File: config.mk
export PLATFORM = sky130hd
export DESIGN_NAME = pri_enc_8_3_n
export DESIGN_NICKNAME = d
export VERILOG_FILES = /design/src/rtl/pri_enc_pkg.sv /design/src/rtl/pri_enc_8_3_sel.sv /design/src/rtl/pri_enc_8_3_n.sv
export SDC_FILE = /design/constraint.sdc
export NUM_CORES = 1
export LEC_CHECK = 0
export ABC_AREA = 1
export BUFFER_PORTS_ARGS = -buffer_cell sky130_fd_sc_hd__buf_2
export CAP_MARGIN = 10
export CORE_MARGIN = 4
export CORE_UTILIZATION = 40
export CTS_BUF_LIST = sky130_fd_sc_hd__clkbuf_4
export DETAILED_ROUTE_END_ITERATION = 8
export PLACE_DENSITY_LB_ADDON = 0.05
export SLEW_MARGIN = 10
export SYNTH_ARGS = -nofsm -noshare
export SYNTH_HDL_FRONTEND = slang
export SYNTH_SLANG_ARGS = --single-unit
File: constraint.sdc
create_clock -name clk -period 5.08 [get_ports clk]
set_input_delay 0.254 -clock clk [delete_from_list [all_inputs] [get_ports clk]]
set_output_delay 0.254 -clock clk [all_outputs]
set_load 0.03 [all_outputs]
File: src/rtl/pri_enc_pkg.sv
// Shared types and constants for the 8->3 pending-request priority encoder.
// Pulled in by both the selector and the top.
package pri_enc_pkg;

  localparam int N_REQ = 8;
  localparam int IDX_W = 3;
  localparam int CNT_W = 4;

  typedef enum logic {
    IDLE = 1'b0,
    OUT  = 1'b1
  } state_t;

  // Population count of the pending vector. The result is 0..8, so it needs 4 bits.
  function automatic logic [CNT_W-1:0] popcount(input logic [N_REQ-1:0] v);
    logic [CNT_W-1:0] c;
    c = '0;
    for (int i = 0; i < N_REQ; i++) c = c + CNT_W'(v[i]);
    return c;
  endfunction

endpackage

File: src/rtl/pri_enc_8_3_sel.sv
// Stateless priority selector: picks the highest or lowest set bit of pending.
// The direction is chosen by high_first.
module pri_enc_8_3_sel
  import pri_enc_pkg::*;
(
  input  logic [N_REQ-1:0] pending,
  input  logic             high_first,
  output logic [IDX_W-1:0] idx,
  output logic             any
);

  logic [IDX_W-1:0] idx_hi;
  logic [IDX_W-1:0] idx_lo;

  // Each scan lets its last hit win. The upward scan ends on the top set bit.
  // The downward scan ends on the bottom set bit.
  always_comb begin
    idx_hi = '0;
    for (int i = 0; i < N_REQ; i++)
      if (pending[i]) idx_hi = IDX_W'(i);
    idx_lo = '0;
    for (int i = N_REQ - 1; i >= 0; i--)
      if (pending[i]) idx_lo = IDX_W'(i);
  end

  assign idx = high_first ? idx_hi : idx_lo;
  assign any = |pending;

endmodule

File: src/rtl/pri_enc_8_3_n.sv
// Active-low request capture into a pending set, served one index per handshake.
// Service order is highest-first or lowest-first, as set by HIGH_FIRST.
module pri_enc_8_3_n
  import pri_enc_pkg::*;
#(
  parameter bit HIGH_FIRST = 1'b1
) (
  input  logic             clk,
  input  logic             rst,
  input  logic [N_REQ-1:0] req_n,
  input  logic             load,
  input  logic             ready,
  output logic [IDX_W-1:0] y,
  output logic             valid,
  output logic             empty,
  output logic [CNT_W-1:0] count
);

  state_t           state, state_nxt;
  logic [N_REQ-1:0] pending, pending_nxt;
  logic [N_REQ-1:0] load_bits, clr_bits;
  logic [IDX_W-1:0] sel_idx;
  logic             sel_any;
  logic             take;

  // Selection sees only registered pending. Bits loaded this cycle compete from the next edge on.
  pri_enc_8_3_sel u_sel (
    .pending    (pending),
    .high_first (HIGH_FIRST),
    .idx        (sel_idx),
    .any        (sel_any)
  );

  always_ff @(posedge clk or posedge rst) begin
    if (rst) state <= IDLE;
    else     state <= state_nxt;
  end

  always_comb begin
    state_nxt = state;
    take      = 1'b0;
    case (state)
      IDLE: if (sel_any) begin
        state_nxt = OUT;
        take      = 1'b1;
      end
      OUT: if (ready) begin
        if (sel_any) take = 1'b1;
        else         state_nxt = IDLE;
      end
      default: state_nxt = IDLE;
    endcase
  end

  always_comb begin
    valid = (state == OUT);
  end

  // A bit moving onto y leaves pending. If the same bit is loaded on that edge, it is absorbed into the move.
  assign load_bits   = load ? ~req_n : '0;
  assign clr_bits    = take ? (N_REQ'(1) << sel_idx) : '0;
  assign pending_nxt = (pending | load_bits) & ~clr_bits;

  always_ff @(posedge clk or posedge rst) begin
    if (rst) begin
      pending <= '0;
      y       <= '0;
    end else begin
      pending <= pending_nxt;
      if (take) y <= sel_idx;
    end
  end

  assign count = popcount(pending);
  assign empty = (pending == '0) && !valid;

endmodule

==> results of run 1 <==
[power by group through the flow]
stage	combinational, mW	clock (mW)	sequential [mW]
3_5_place_dp	0.469	0	0.125
2_1_floorplan	0.357	0	0.136
4_1_cts	0.471	0.0642	0.123
3_3_place_gp	0.464	0	0.125
6_report	0.463	0.0600	0.123
5_1_grt	0.522	0.0687	0.125
[synthesized netlist by cell type]
cell type / count / area (um^2)
sky130_fd_sc_hd__a21oi_1: 4 / 20.0
sky130_fd_sc_hd__nand3_2: 3 / 30.0
sky130_fd_sc_hd__o21a_1: 1 / 7.51
sky130_fd_sc_hd__nand3_1: 3 / 15.0
sky130_fd_sc_hd__dfrtp_1: 12 / 300
sky130_fd_sc_hd__fa_1: 4 / 80.1
sky130_fd_sc_hd__o21ai_0: 6 / 30.0
sky130_fd_sc_hd__nand2_2: 4 / 25.0
sky130_fd_sc_hd__nand4_1: 2 / 12.5
sky130_fd_sc_hd__nor2_4: 3 / 33.8
sky130_fd_sc_hd__nand2_1: 13 / 48.8
sky130_fd_sc_hd__ha_1: 4 / 50.1
sky130_fd_sc_hd__inv_1: 19 / 71.3
sky130_fd_sc_hd__xnor2_1: 1 / 8.76
sky130_fd_sc_hd__clkinv_1: 1 / 3.75
sky130_fd_sc_hd__a31oi_1: 1 / 6.26
sky130_fd_sc_hd__inv_2: 5 / 18.8
sky130_fd_sc_hd__nor2_2: 2 / 12.5
sky130_fd_sc_hd__nor2_1: 11 / 41.3
sky130_fd_sc_hd__nand2_4: 2 / 22.5
[cell type report]
cell class	instances	area share, %
multi-input cells	64	44.0
repair buffers	21	10.9
inverters	25	9.31
well taps	27	3.35
clock buffers	3	2.23
clock inverters	1	0.372
flip-flops and latches	12	29.8
[logic make-up after synthesis]
logic type,Yosys count
flip-flops,12
AND/OR/NAND/NOR,43
XOR/XNOR,1
buffers and inverters,25
AO/OA/AOI/OAI,12
adder cells (fa/ha/maj),8
[what timing repair did]
item / CTS / global route
endpoints found under the hold margin: 12 / 0
endpoints found under the setup margin: 0 / 0
hold buffers: 1 / 0
gates resized for setup: 0 / 0
[registers in the layout (all words and copies together), names as in the netlist]
| signal | cells |
|---|---|
| pending | 8 |
| y | 3 |
| valid | 1 |
[worst max-delay path, delay by kind of cell (launching register included)]
family / cells / cell delay [ps]
fa+ha+maj: 5 / 1990
buf+inv: 4 / 380
flops: 1 / 410
xor+xnor: 1 / 140
[per-stage QoR]
step,utilization (%),instance area [um^2],std cells,setup WS [ps]
floorplan,-,838,101,1830
global placement,49.1,972,148,1960
detailed placement,49.1,972,148,1940
CTS,50.9,1010,153,1600
global route,50.9,1010,153,1480
finish,50.9,1010,153,1640
[per-layer routing]
metal	track usage, %	share of wire, %	wire length (um)	vias up
met5	0	0	0	-
met4	6.38	2.0	31	0
met3	4.16	5.7	90	5
met2	17.9	45	718	15
met1	17.8	47	745	285
li1	-	-	-	361
[worst max path at each step]
stage | start | end | slack [ps] | cells after the start
after CTS | pending[0] | count[2] | 1600 | 10
after global placement | pending[0] | count[2] | 1960 | 10
after detailed placement | pending[0] | count[2] | 1940 | 10
after floorplan | pending[0] | count[2] | 1830 | 9
final | pending[0] | count[2] | 1640 | 10
after global routing | pending[0] | count[2] | 1480 | 10
[cell usage in the layout, fill, tap and decap left out]
master,netlist,routed
sky130_fd_sc_hd__clkbuf_4,0,3
sky130_fd_sc_hd__fa_1,4,4
sky130_fd_sc_hd__dfrtp_1,12,12
sky130_fd_sc_hd__nand2_1,13,13
sky130_fd_sc_hd__nor2_4,3,3
sky130_fd_sc_hd__nand3_1,3,3
sky130_fd_sc_hd__a31oi_1,1,1
sky130_fd_sc_hd__nor2_1,11,11
sky130_fd_sc_hd__clkinv_1,1,2
sky130_fd_sc_hd__ha_1,4,4
sky130_fd_sc_hd__inv_2,5,5
sky130_fd_sc_hd__inv_1,19,19
sky130_fd_sc_hd__nand3_2,3,3
sky130_fd_sc_hd__a21oi_1,4,4
sky130_fd_sc_hd__buf_2,0,20
sky130_fd_sc_hd__o21ai_0,6,6
sky130_fd_sc_hd__nand2_2,4,4
sky130_fd_sc_hd__dlygate4sd3_1,0,1
sky130_fd_sc_hd__xnor2_1,1,1
sky130_fd_sc_hd__nor2_2,2,2
sky130_fd_sc_hd__nand4_1,2,2
sky130_fd_sc_hd__o21a_1,1,1
sky130_fd_sc_hd__nand2_4,2,2
==> results.json, run 1 <==
{
  "status": "complete, no violations",
  "post_synth_mux_area_share_pct": 0,
  "synth_area_per_cell_um2": 8.30,
  "drc_errors": 0,
  "post_synthesis_sequential_element_count": 12,
  "drt_iter0_markers": 6,
  "detailedRoute.firstPassIterationCount": 2,
  "route.detailed.wl_per_inst_um": 10.4,
  "crit_path_start_kind": "flip-flop",
  "vias": 666,
  "clockRootBuffer": "sky130_fd_sc_hd__clkbuf_4",
  "sw_frac_of_total_pct": 55.2,
  "synth-xor-area-share_pct": 1.04,
  "grt_pass1_vias": 571,
  "cell_breakdown_of_the_critical_path": "fa_1 -> inv_1 -> fa_1 -> fa_1 -> inv_1 -> ha_1 -> inv_1 -> fa_1 -> xnor2_1 -> buf_2",
  "internal_power_uw": 290,
  "critPathArrivalTime_ps": 3190,
  "timing.final.setup_violations": 0,
  "mapped_area_um2": 838,
  "worstRegToRegCells": 8,
  "grt_max_degree": 13,
  "grt_setup_unrepaired": "no",
  "report.final.hold_viol_count": 0,
  "power.density_nw_per_um2": 641,
  "hold-path-endpoint": "pending[2]",
  "clock_sink_count": 12,
  "report.power.total_uw": 646,
  "endpoint_kind": "output pin",
  "dieHeight_um": 53.8,
  "ant_nets": 0,
  "dieWidth_um": 53.8,
  "routabilityCongestion": 0.816,
  "clkLatencyLatePin_ps": 270,
  "place_hpwl_um": 1340,
  "io-pin-count": 21,
  "cts-buffers-inserted": 3,
  "yosys_warnings": 0,
  "period_needed_ps": 3440,
  "register_share_of_total_power_pct": 19.0,
  "worst_ep_required_time_ps": 4830,
  "timing_max_transition_violations_final": 0,
  "wire_length_of_the_first_global_routing_pass_um": 2530,
  "ir_worst_vdd_mv": 0.808,
  "net-switching-power_uw": 356,
  "fill_cells": 200,
  "critical_path_fanout_max": 3,
  "drive_above_1_share_pct": 33.3,
  "clock_skew_ps": 5.70,
  "crit_path_max_incr_delay_ps": 560,
  "regArea_um2": 300,
  "multi_input_comb_area_um2": 444,
  "yosys.area_share.adder_pct": 15.5,
  "whs_ps": 242,
  "p_leak_nw": 0.528,
  "die-area_um2": 2890,
  "post_cts_buffers": 0,
  "syn_to_final_growth_pct": 20.3,
  "netlist-cell-type-count": 20,
  "synth_top_family_by_area": "simple AND/OR/NAND/NOR gates",
  "critical-path-slowest-cell": "sky130_fd_sc_hd__fa_1",
  "synth.yosys.seq_area_share_pct": 35.8,
  "worst_r2r_startpoint": "pending[1]",
  "setup_tns_ps": 0,
  "effective_utilization_at_floorplan_pct": 42.3,
  "cts_tree": "built",
  "holdPathStages": 4,
  "r2r_slack_ps": 3830,
  "residual_overflow_from_global_routing": 0,
  "grt_antenna_before_repair": 0,
  "grt.total_usage_pct": 12.9,
  "cpMostUsedCell": "sky130_fd_sc_hd__fa_1",
  "layout_worst_path_cycle_share_pct": 67.7,
  "power_frac_comb_pct": 71.7,
  "crit_type": "flip-flop to output pin",
  "placement_rows": 16,
  "power.share.clock_pct": 9.3,
  "max-cap-violations": 0,
  "h-tree-depth": 1,
  "postSynthCellCount": 101,
  "port_buffers": 20,
  "core_area_um2": 1980,
  "net_count_synth": 121,
  "max-slew-margin-rel_pct": 68.0,
  "synth_compound_area_share_pct": 7.61,
  "synth_simple_gate_area_share_pct": 28.8,
  "cts_buffer_depth": 2,
  "num_antenna_cells": 0,
  "postRouteWirelength_um": 1590,
  "worstReg2RegEnd": "pending[3]",
  "worstHoldPathType": "input port to flip-flop",
  "worstHoldStart": "req_n[2]",
  "fin_nets": 147,
  "worst-slew-pin-transition_ps": 479,
  "achievable-frequency_mhz": 291,
  "clk_transition_reported_paths_ps": 80,
  "vias_per_cell": 4.35
}
(Power assumes the default switching activity.)
==> run 2, diff against run 1 <==
Clock period 5.08 ns to 3 ns, I/O delays scaled along.
==> results.json, run 2 (same netlist as run 1, synthesis figures left out) <==
{
  "largest_register_ffs": 8,
  "critPathArrivalTime_ps": 3110,
  "register_share_of_total_power_pct": 14.4,
  "power.density_nw_per_um2": 1310,
  "design_area_um2": 1100,
  "hold-path-endpoint": "pending[2]",
  "postRouteWirelength_um": 1890,
  "report.final.hold_viol_count": 0,
  "drt_iter0_markers": 12,
  "violations": "setup timing",
  "worstHoldStart": "req_n[2]",
  "p_leak_nw": 0.562,
  "drc_errors": 0,
  "grt_pass1_vias": 704,
  "clk_transition_reported_paths_ps": 90,
  "power.share.clock_pct": 7.5,
  "whs_ps": 133,
  "h-tree-depth": 1,
  "cts-buffers-inserted": 3,
  "cts_buffer_depth": 2,
  "dieWidth_um": 53.8,
  "port_buffers": 20,
  "fin_nets": 152,
  "max-slew-margin-rel_pct": 68.1,
  "route.detailed.wl_per_inst_um": 11.9,
  "worst-slew-pin-transition_ps": 478,
  "drive_above_1_share_pct": 42.0,
  "fin_cells": 158,
  "crit_path_start_kind": "flip-flop",
  "wire_length_of_the_first_global_routing_pass_um": 3290,
  "final_cell_mix": "sky130_fd_sc_hd__buf_2 (17), sky130_fd_sc_hd__inv_1 (16), sky130_fd_sc_hd__nand2_1 (12), sky130_fd_sc_hd__dfrtp_1 (12), sky130_fd_sc_hd__nor2_1 (11)",
  "clock_skew_ps": 9.60,
  "multi_input_comb_area_um2": 474,
  "place_inst": 152,
  "vias_per_cell": 4.34,
  "worstRegToRegCells": 8,
  "holdPathStages": 4,
  "grt_antenna_before_repair": 0,
  "power_frac_comb_pct": 78.1,
  "routabilityCongestion": 0.812,
  "worst_ep_required_time_ps": 2850,
  "dieHeight_um": 53.8,
  "vias": 685,
  "net-switching-power_uw": 723,
  "fill_cells": 200,
  "internal_power_uw": 720,
  "setup_tns_ps": -511,
  "worst_r2r_startpoint": "pending[0]",
  "sw_frac_of_total_pct": 50.1,
  "grt.total_usage_pct": 15.9,
  "layout_worst_path_cycle_share_pct": 109,
  "die-area_um2": 2890,
  "syn_to_final_growth_pct": 31.0,
  "period_needed_ps": 3260,
  "effective_utilization_at_floorplan_pct": 42.3,
  "core_area_um2": 1980,
  "io-pin-count": 21,
  "pre_cts_slack_ps": -76.4,
  "crit_type": "flip-flop to output pin",
  "placedInstanceArea_um2": 1010,
  "clkLatencyLatePin_ps": 280,
  "timing.final.setup_violations": 2,
  "grt_setup_unrepaired": "yes",
  "grt_max_degree": 13,
  "most_common_cell_after_layout_fill_and_taps_aside": "sky130_fd_sc_hd__buf_2",
  "detailedRoute.firstPassIterationCount": 4,
  "endpoint_kind": "output pin",
  "timing_max_transition_violations_final": 0,
  "worstHoldPathType": "input port to flip-flop",
  "ir_worst_vdd_mv": 2.26,
  "status": "finished with violations",
  "worstReg2RegEnd": "pending[0]",
  "regArea_um2": 300,
  "r2r_slack_ps": 1490,
  "residual_overflow_from_global_routing": 0,
  "post_layout_worst_setup_margin_ps": -261,
  "max-cap-violations": 0,
  "place_hpwl_um": 1470,
  "ant_nets": 0,
  "placement_rows": 16,
  "clockRootBuffer": "sky130_fd_sc_hd__clkbuf_4",
  "cts_tree": "built",
  "registers.top_by_ff_count": "pending",
  "clock_sink_count": 12,
  "achievable-frequency_mhz": 307,
  "num_antenna_cells": 0,
  "critical_path_fanout_max": 2
}
==> run 2: cell count changes in the layout (fill, tap and decap cells not counted), moves of 3 or more <==
cell	change
sky130_fd_sc_hd__inv_2	+3
sky130_fd_sc_hd__buf_2	-3
sky130_fd_sc_hd__buf_4	+4
sky130_fd_sc_hd__buf_6	+4
sky130_fd_sc_hd__inv_1	-3
==> run 2: worst max-delay path by stage <==
stage | from | endpoint | slack [ps]
2_1_floorplan | pending[0] | count[2] | 10
3_3_place_gp | pending[0] | count[2] | 7
3_5_place_dp | pending[0] | count[2] | -80
4_1_cts | pending[0] | count[1] | -280
5_1_grt | pending[1] | count[1] | -320
6_report | pending[1] | count[1] | -260
==> run 2: per-stage QoR <==
stage / power (mW) / util, %
6_report: 1.44 / 55.4
5_1_grt: 1.55 / 55.4
4_1_cts: 1.41 / 55.0
3_5_place_dp: 1.09 / 50.9
3_3_place_gp: 1.06 / 50.9
2_1_floorplan: 0.864 / -
==> run 2: power by group through the flow <==
| stage | Combinational, mW | Sequential [mW] | Clock (mW) |
|---|---|---|---|
| final | 1.13 | 0.208 | 0.108 |
| after global routing | 1.22 | 0.212 | 0.117 |
| after CTS | 1.09 | 0.208 | 0.109 |
| after detailed placement | 0.875 | 0.211 | 0 |
| after global placement | 0.849 | 0.211 | 0 |
| after floorplan | 0.634 | 0.230 | 0 |
==> run 2: area by class of cell <==
| type | instances | share of cell area [%] |
|---|---|---|
| clock buffer | 3 | 2.05 |
| clock inverter | 1 | 0.342 |
| inverter | 25 | 8.54 |
| multi-input combinational | 64 | 43.2 |
| sequential | 12 | 27.3 |
| tap | 27 | 3.08 |
| timing repair buffer | 26 | 15.5 |
==> run 2: per-layer routing <==
metal	vias to the layer above	global-route usage (%)	part of all wire (%)
met5	-	0	0
met4	0	3.83	0.58
met3	2	3.60	3.9
met2	12	27.2	50
met1	303	20.0	45
li1	368	-	-
==> run 2: repair_timing <==
| action | 4_1_cts | 5_1_grt |
|---|---|---|
| hold endpoints to repair | 12 | 0 |
| resized for setup | 11 | 4 |
| setup endpoints to repair | 3 | 3 |
| pin swaps | 1 | 3 |
| hold buffers | 1 | 0 |
| buffers inserted | 2 | 1 |
==> run 2: worst max-delay path: stages (launching register included) <==
cell                      delay, ps
sky130_fd_sc_hd__dfrtp_1        410
sky130_fd_sc_hd__fa_1           540
sky130_fd_sc_hd__inv_1           50
sky130_fd_sc_hd__fa_1           490
sky130_fd_sc_hd__fa_1           420
sky130_fd_sc_hd__inv_2           80
sky130_fd_sc_hd__ha_4           140
sky130_fd_sc_hd__inv_2           40
sky130_fd_sc_hd__fa_2           520
sky130_fd_sc_hd__inv_2           30
sky130_fd_sc_hd__buf_6          120
==> run 3, diff against run 2 <==
Settings changed: SETUP_SLACK_MARGIN set to 0.5.
==> results.json, run 3 (same netlist as run 1, synthesis figures left out) <==
{
  "status": "finished with violations",
  "violations": "setup timing",
  "dieHeight_um": 53.8,
  "h-tree-depth": 1,
  "routabilityCongestion": 0.764,
  "wire_length_of_the_first_global_routing_pass_um": 3110,
  "achievable-frequency_mhz": 306,
  "route.detailed.wl_per_inst_um": 11.2,
  "cts_buffer_depth": 2,
  "grt_max_degree": 13,
  "fin_nets": 155,
  "drc_errors": 0,
  "report.final.hold_viol_count": 0,
  "die-area_um2": 2890,
  "worstRegToRegCells": 8,
  "crit_buf_inv": 5,
  "r2r_slack_ps": 1500,
  "clockRootBuffer": "sky130_fd_sc_hd__clkbuf_4",
  "clk_transition_reported_paths_ps": 80,
  "largest_register_ffs": 8,
  "worstHoldStart": "req_n[2]",
  "effective_utilization_at_floorplan_pct": 42.3,
  "path_delay_family": "adder cells",
  "power.density_nw_per_um2": 1460,
  "io-pin-count": 21,
  "clock_sink_count": 12,
  "critPathArrivalTime_ps": 3120,
  "detailedRoute.firstPassIterationCount": 4,
  "critical-path-slowest-cell": "sky130_fd_sc_hd__fa_2",
  "crit_type": "flip-flop to output pin",
  "post_layout_worst_setup_margin_ps": -273,
  "grt_antenna_before_repair": 0,
  "vias_per_cell": 4.50,
  "vias": 725,
  "worstReg2RegEnd": "pending[0]",
  "cts_tree": "built",
  "cell_breakdown_of_the_critical_path": "fa_1 -> inv_1 -> fa_1 -> fa_1 -> inv_2 -> ha_4 -> inv_2 -> fa_2 -> inv_4 -> buf_6",
  "core_area_um2": 1980,
  "hold-path-endpoint": "pending[2]",
  "ir_worst_vdd_mv": 1.87,
  "residual_overflow_from_global_routing": 0,
  "pre_cts_slack_ps": -44.8,
  "num_antenna_cells": 0,
  "dieWidth_um": 53.8,
  "timing.final.setup_violations": 3,
  "final_cell_mix": "sky130_fd_sc_hd__inv_1 (16), sky130_fd_sc_hd__buf_2 (16), sky130_fd_sc_hd__nand2_1 (12), sky130_fd_sc_hd__dfrtp_1 (12), sky130_fd_sc_hd__nor2_1 (11)",
  "grt.total_usage_pct": 15.1,
  "p_leak_nw": 0.583,
  "registers.top_by_ff_count": "pending",
  "timing_max_transition_violations_final": 0,
  "clock_skew_ps": 3.29,
  "endpoint_kind": "output pin",
  "cts-buffers-inserted": 3,
  "period_needed_ps": 3270,
  "grt_pass1_vias": 705,
  "cpMostUsedCell": "sky130_fd_sc_hd__fa_1",
  "crit_path_start_kind": "flip-flop",
  "worstHoldPathType": "input port to flip-flop",
  "max-slew-margin-rel_pct": 68.4,
  "postRouteWirelength_um": 1810,
  "port_buffers": 20,
  "holdPathStages": 4,
  "worst_r2r_startpoint": "pending[0]",
  "worst-slew-pin-transition_ps": 473,
  "setup_tns_ps": -767,
  "place_hpwl_um": 1430,
  "drive_above_1_share_pct": 43.3,
  "worst_ep_required_time_ps": 2850,
  "critical_path_fanout_max": 2,
  "ant_nets": 0,
  "max-cap-violations": 0,
  "crit_path_max_incr_delay_ps": 540,
  "grt_setup_unrepaired": "yes",
  "drt_iter0_markers": 9,
  "layout_worst_path_cycle_share_pct": 109,
  "clkLatencyLatePin_ps": 270,
  "syn_to_final_growth_pct": 37.0,
  "placement_rows": 16
}
[run 3: per-layer routing]
metal  track usage, %  part of all wire, %
met1             20.3                   47
met2             23.6                   47
met3             3.60                  5.0
met4             5.11                  1.2
met5                0                    0
[run 3: cell type report]
class / count / area, um^2
Sequential cell: 12 / 300
Clock buffer: 3 / 22.5
Multi-Input combinational cell: 64 / 485
Tap cell: 27 / 33.8
Timing Repair Buffer: 29 / 206
Clock inverter: 1 / 3.75
Inverter: 25 / 96.3
Fill cell: 190 / 833
[run 3: what timing repair did]
action,4_1_cts,5_1_grt
endpoints found under the setup margin,4,4
pin swaps,2,1
hold buffers,1,0
gates resized for setup,16,0
buffers inserted,3,1
endpoints found under the hold margin,12,0
[run 3: worst min-delay path, stage by stage]
cell and delay [ps]:
sky130_fd_sc_hd__buf_2 70, sky130_fd_sc_hd__nor2_1 30, sky130_fd_sc_hd__nor2_1 80, sky130_fd_sc_hd__nor2_1 50
[run 3: through the flow]
step / instance area [um^2] / utilization [%] / std cells / hold slack, ps / power, mW
after detailed placement: 1030 / 51.9 / 152 / 203 / 1.19
after global routing: 1150 / 58.0 / 161 / 158 / 1.80
after floorplan: 865 / - / 101 / 14.7 / 0.987
after CTS: 1140 / 57.6 / 160 / 145 / 1.68
after global placement: 1030 / 51.9 / 152 / 190 / 1.18
final: 1150 / 58.0 / 161 / 143 / 1.68
[run 3: power breakdown]
part / switching (mW) / internal (mW) / total, mW
sequential: 0.0151 / 0.194 / 0.209
combinational: 0.695 / 0.667 / 1.36
clock: 0.0571 / 0.0481 / 0.105
[run 3: how the worst max path moves through the flow]
stage | end | from | depth (start not counted)
3_3_place_gp | count[1] | pending[0] | 10
3_5_place_dp | count[2] | pending[0] | 10
6_report | count[1] | pending[0] | 10
5_1_grt | count[2] | pending[0] | 10
2_1_floorplan | count[2] | pending[0] | 9
4_1_cts | count[1] | pending[0] | 10
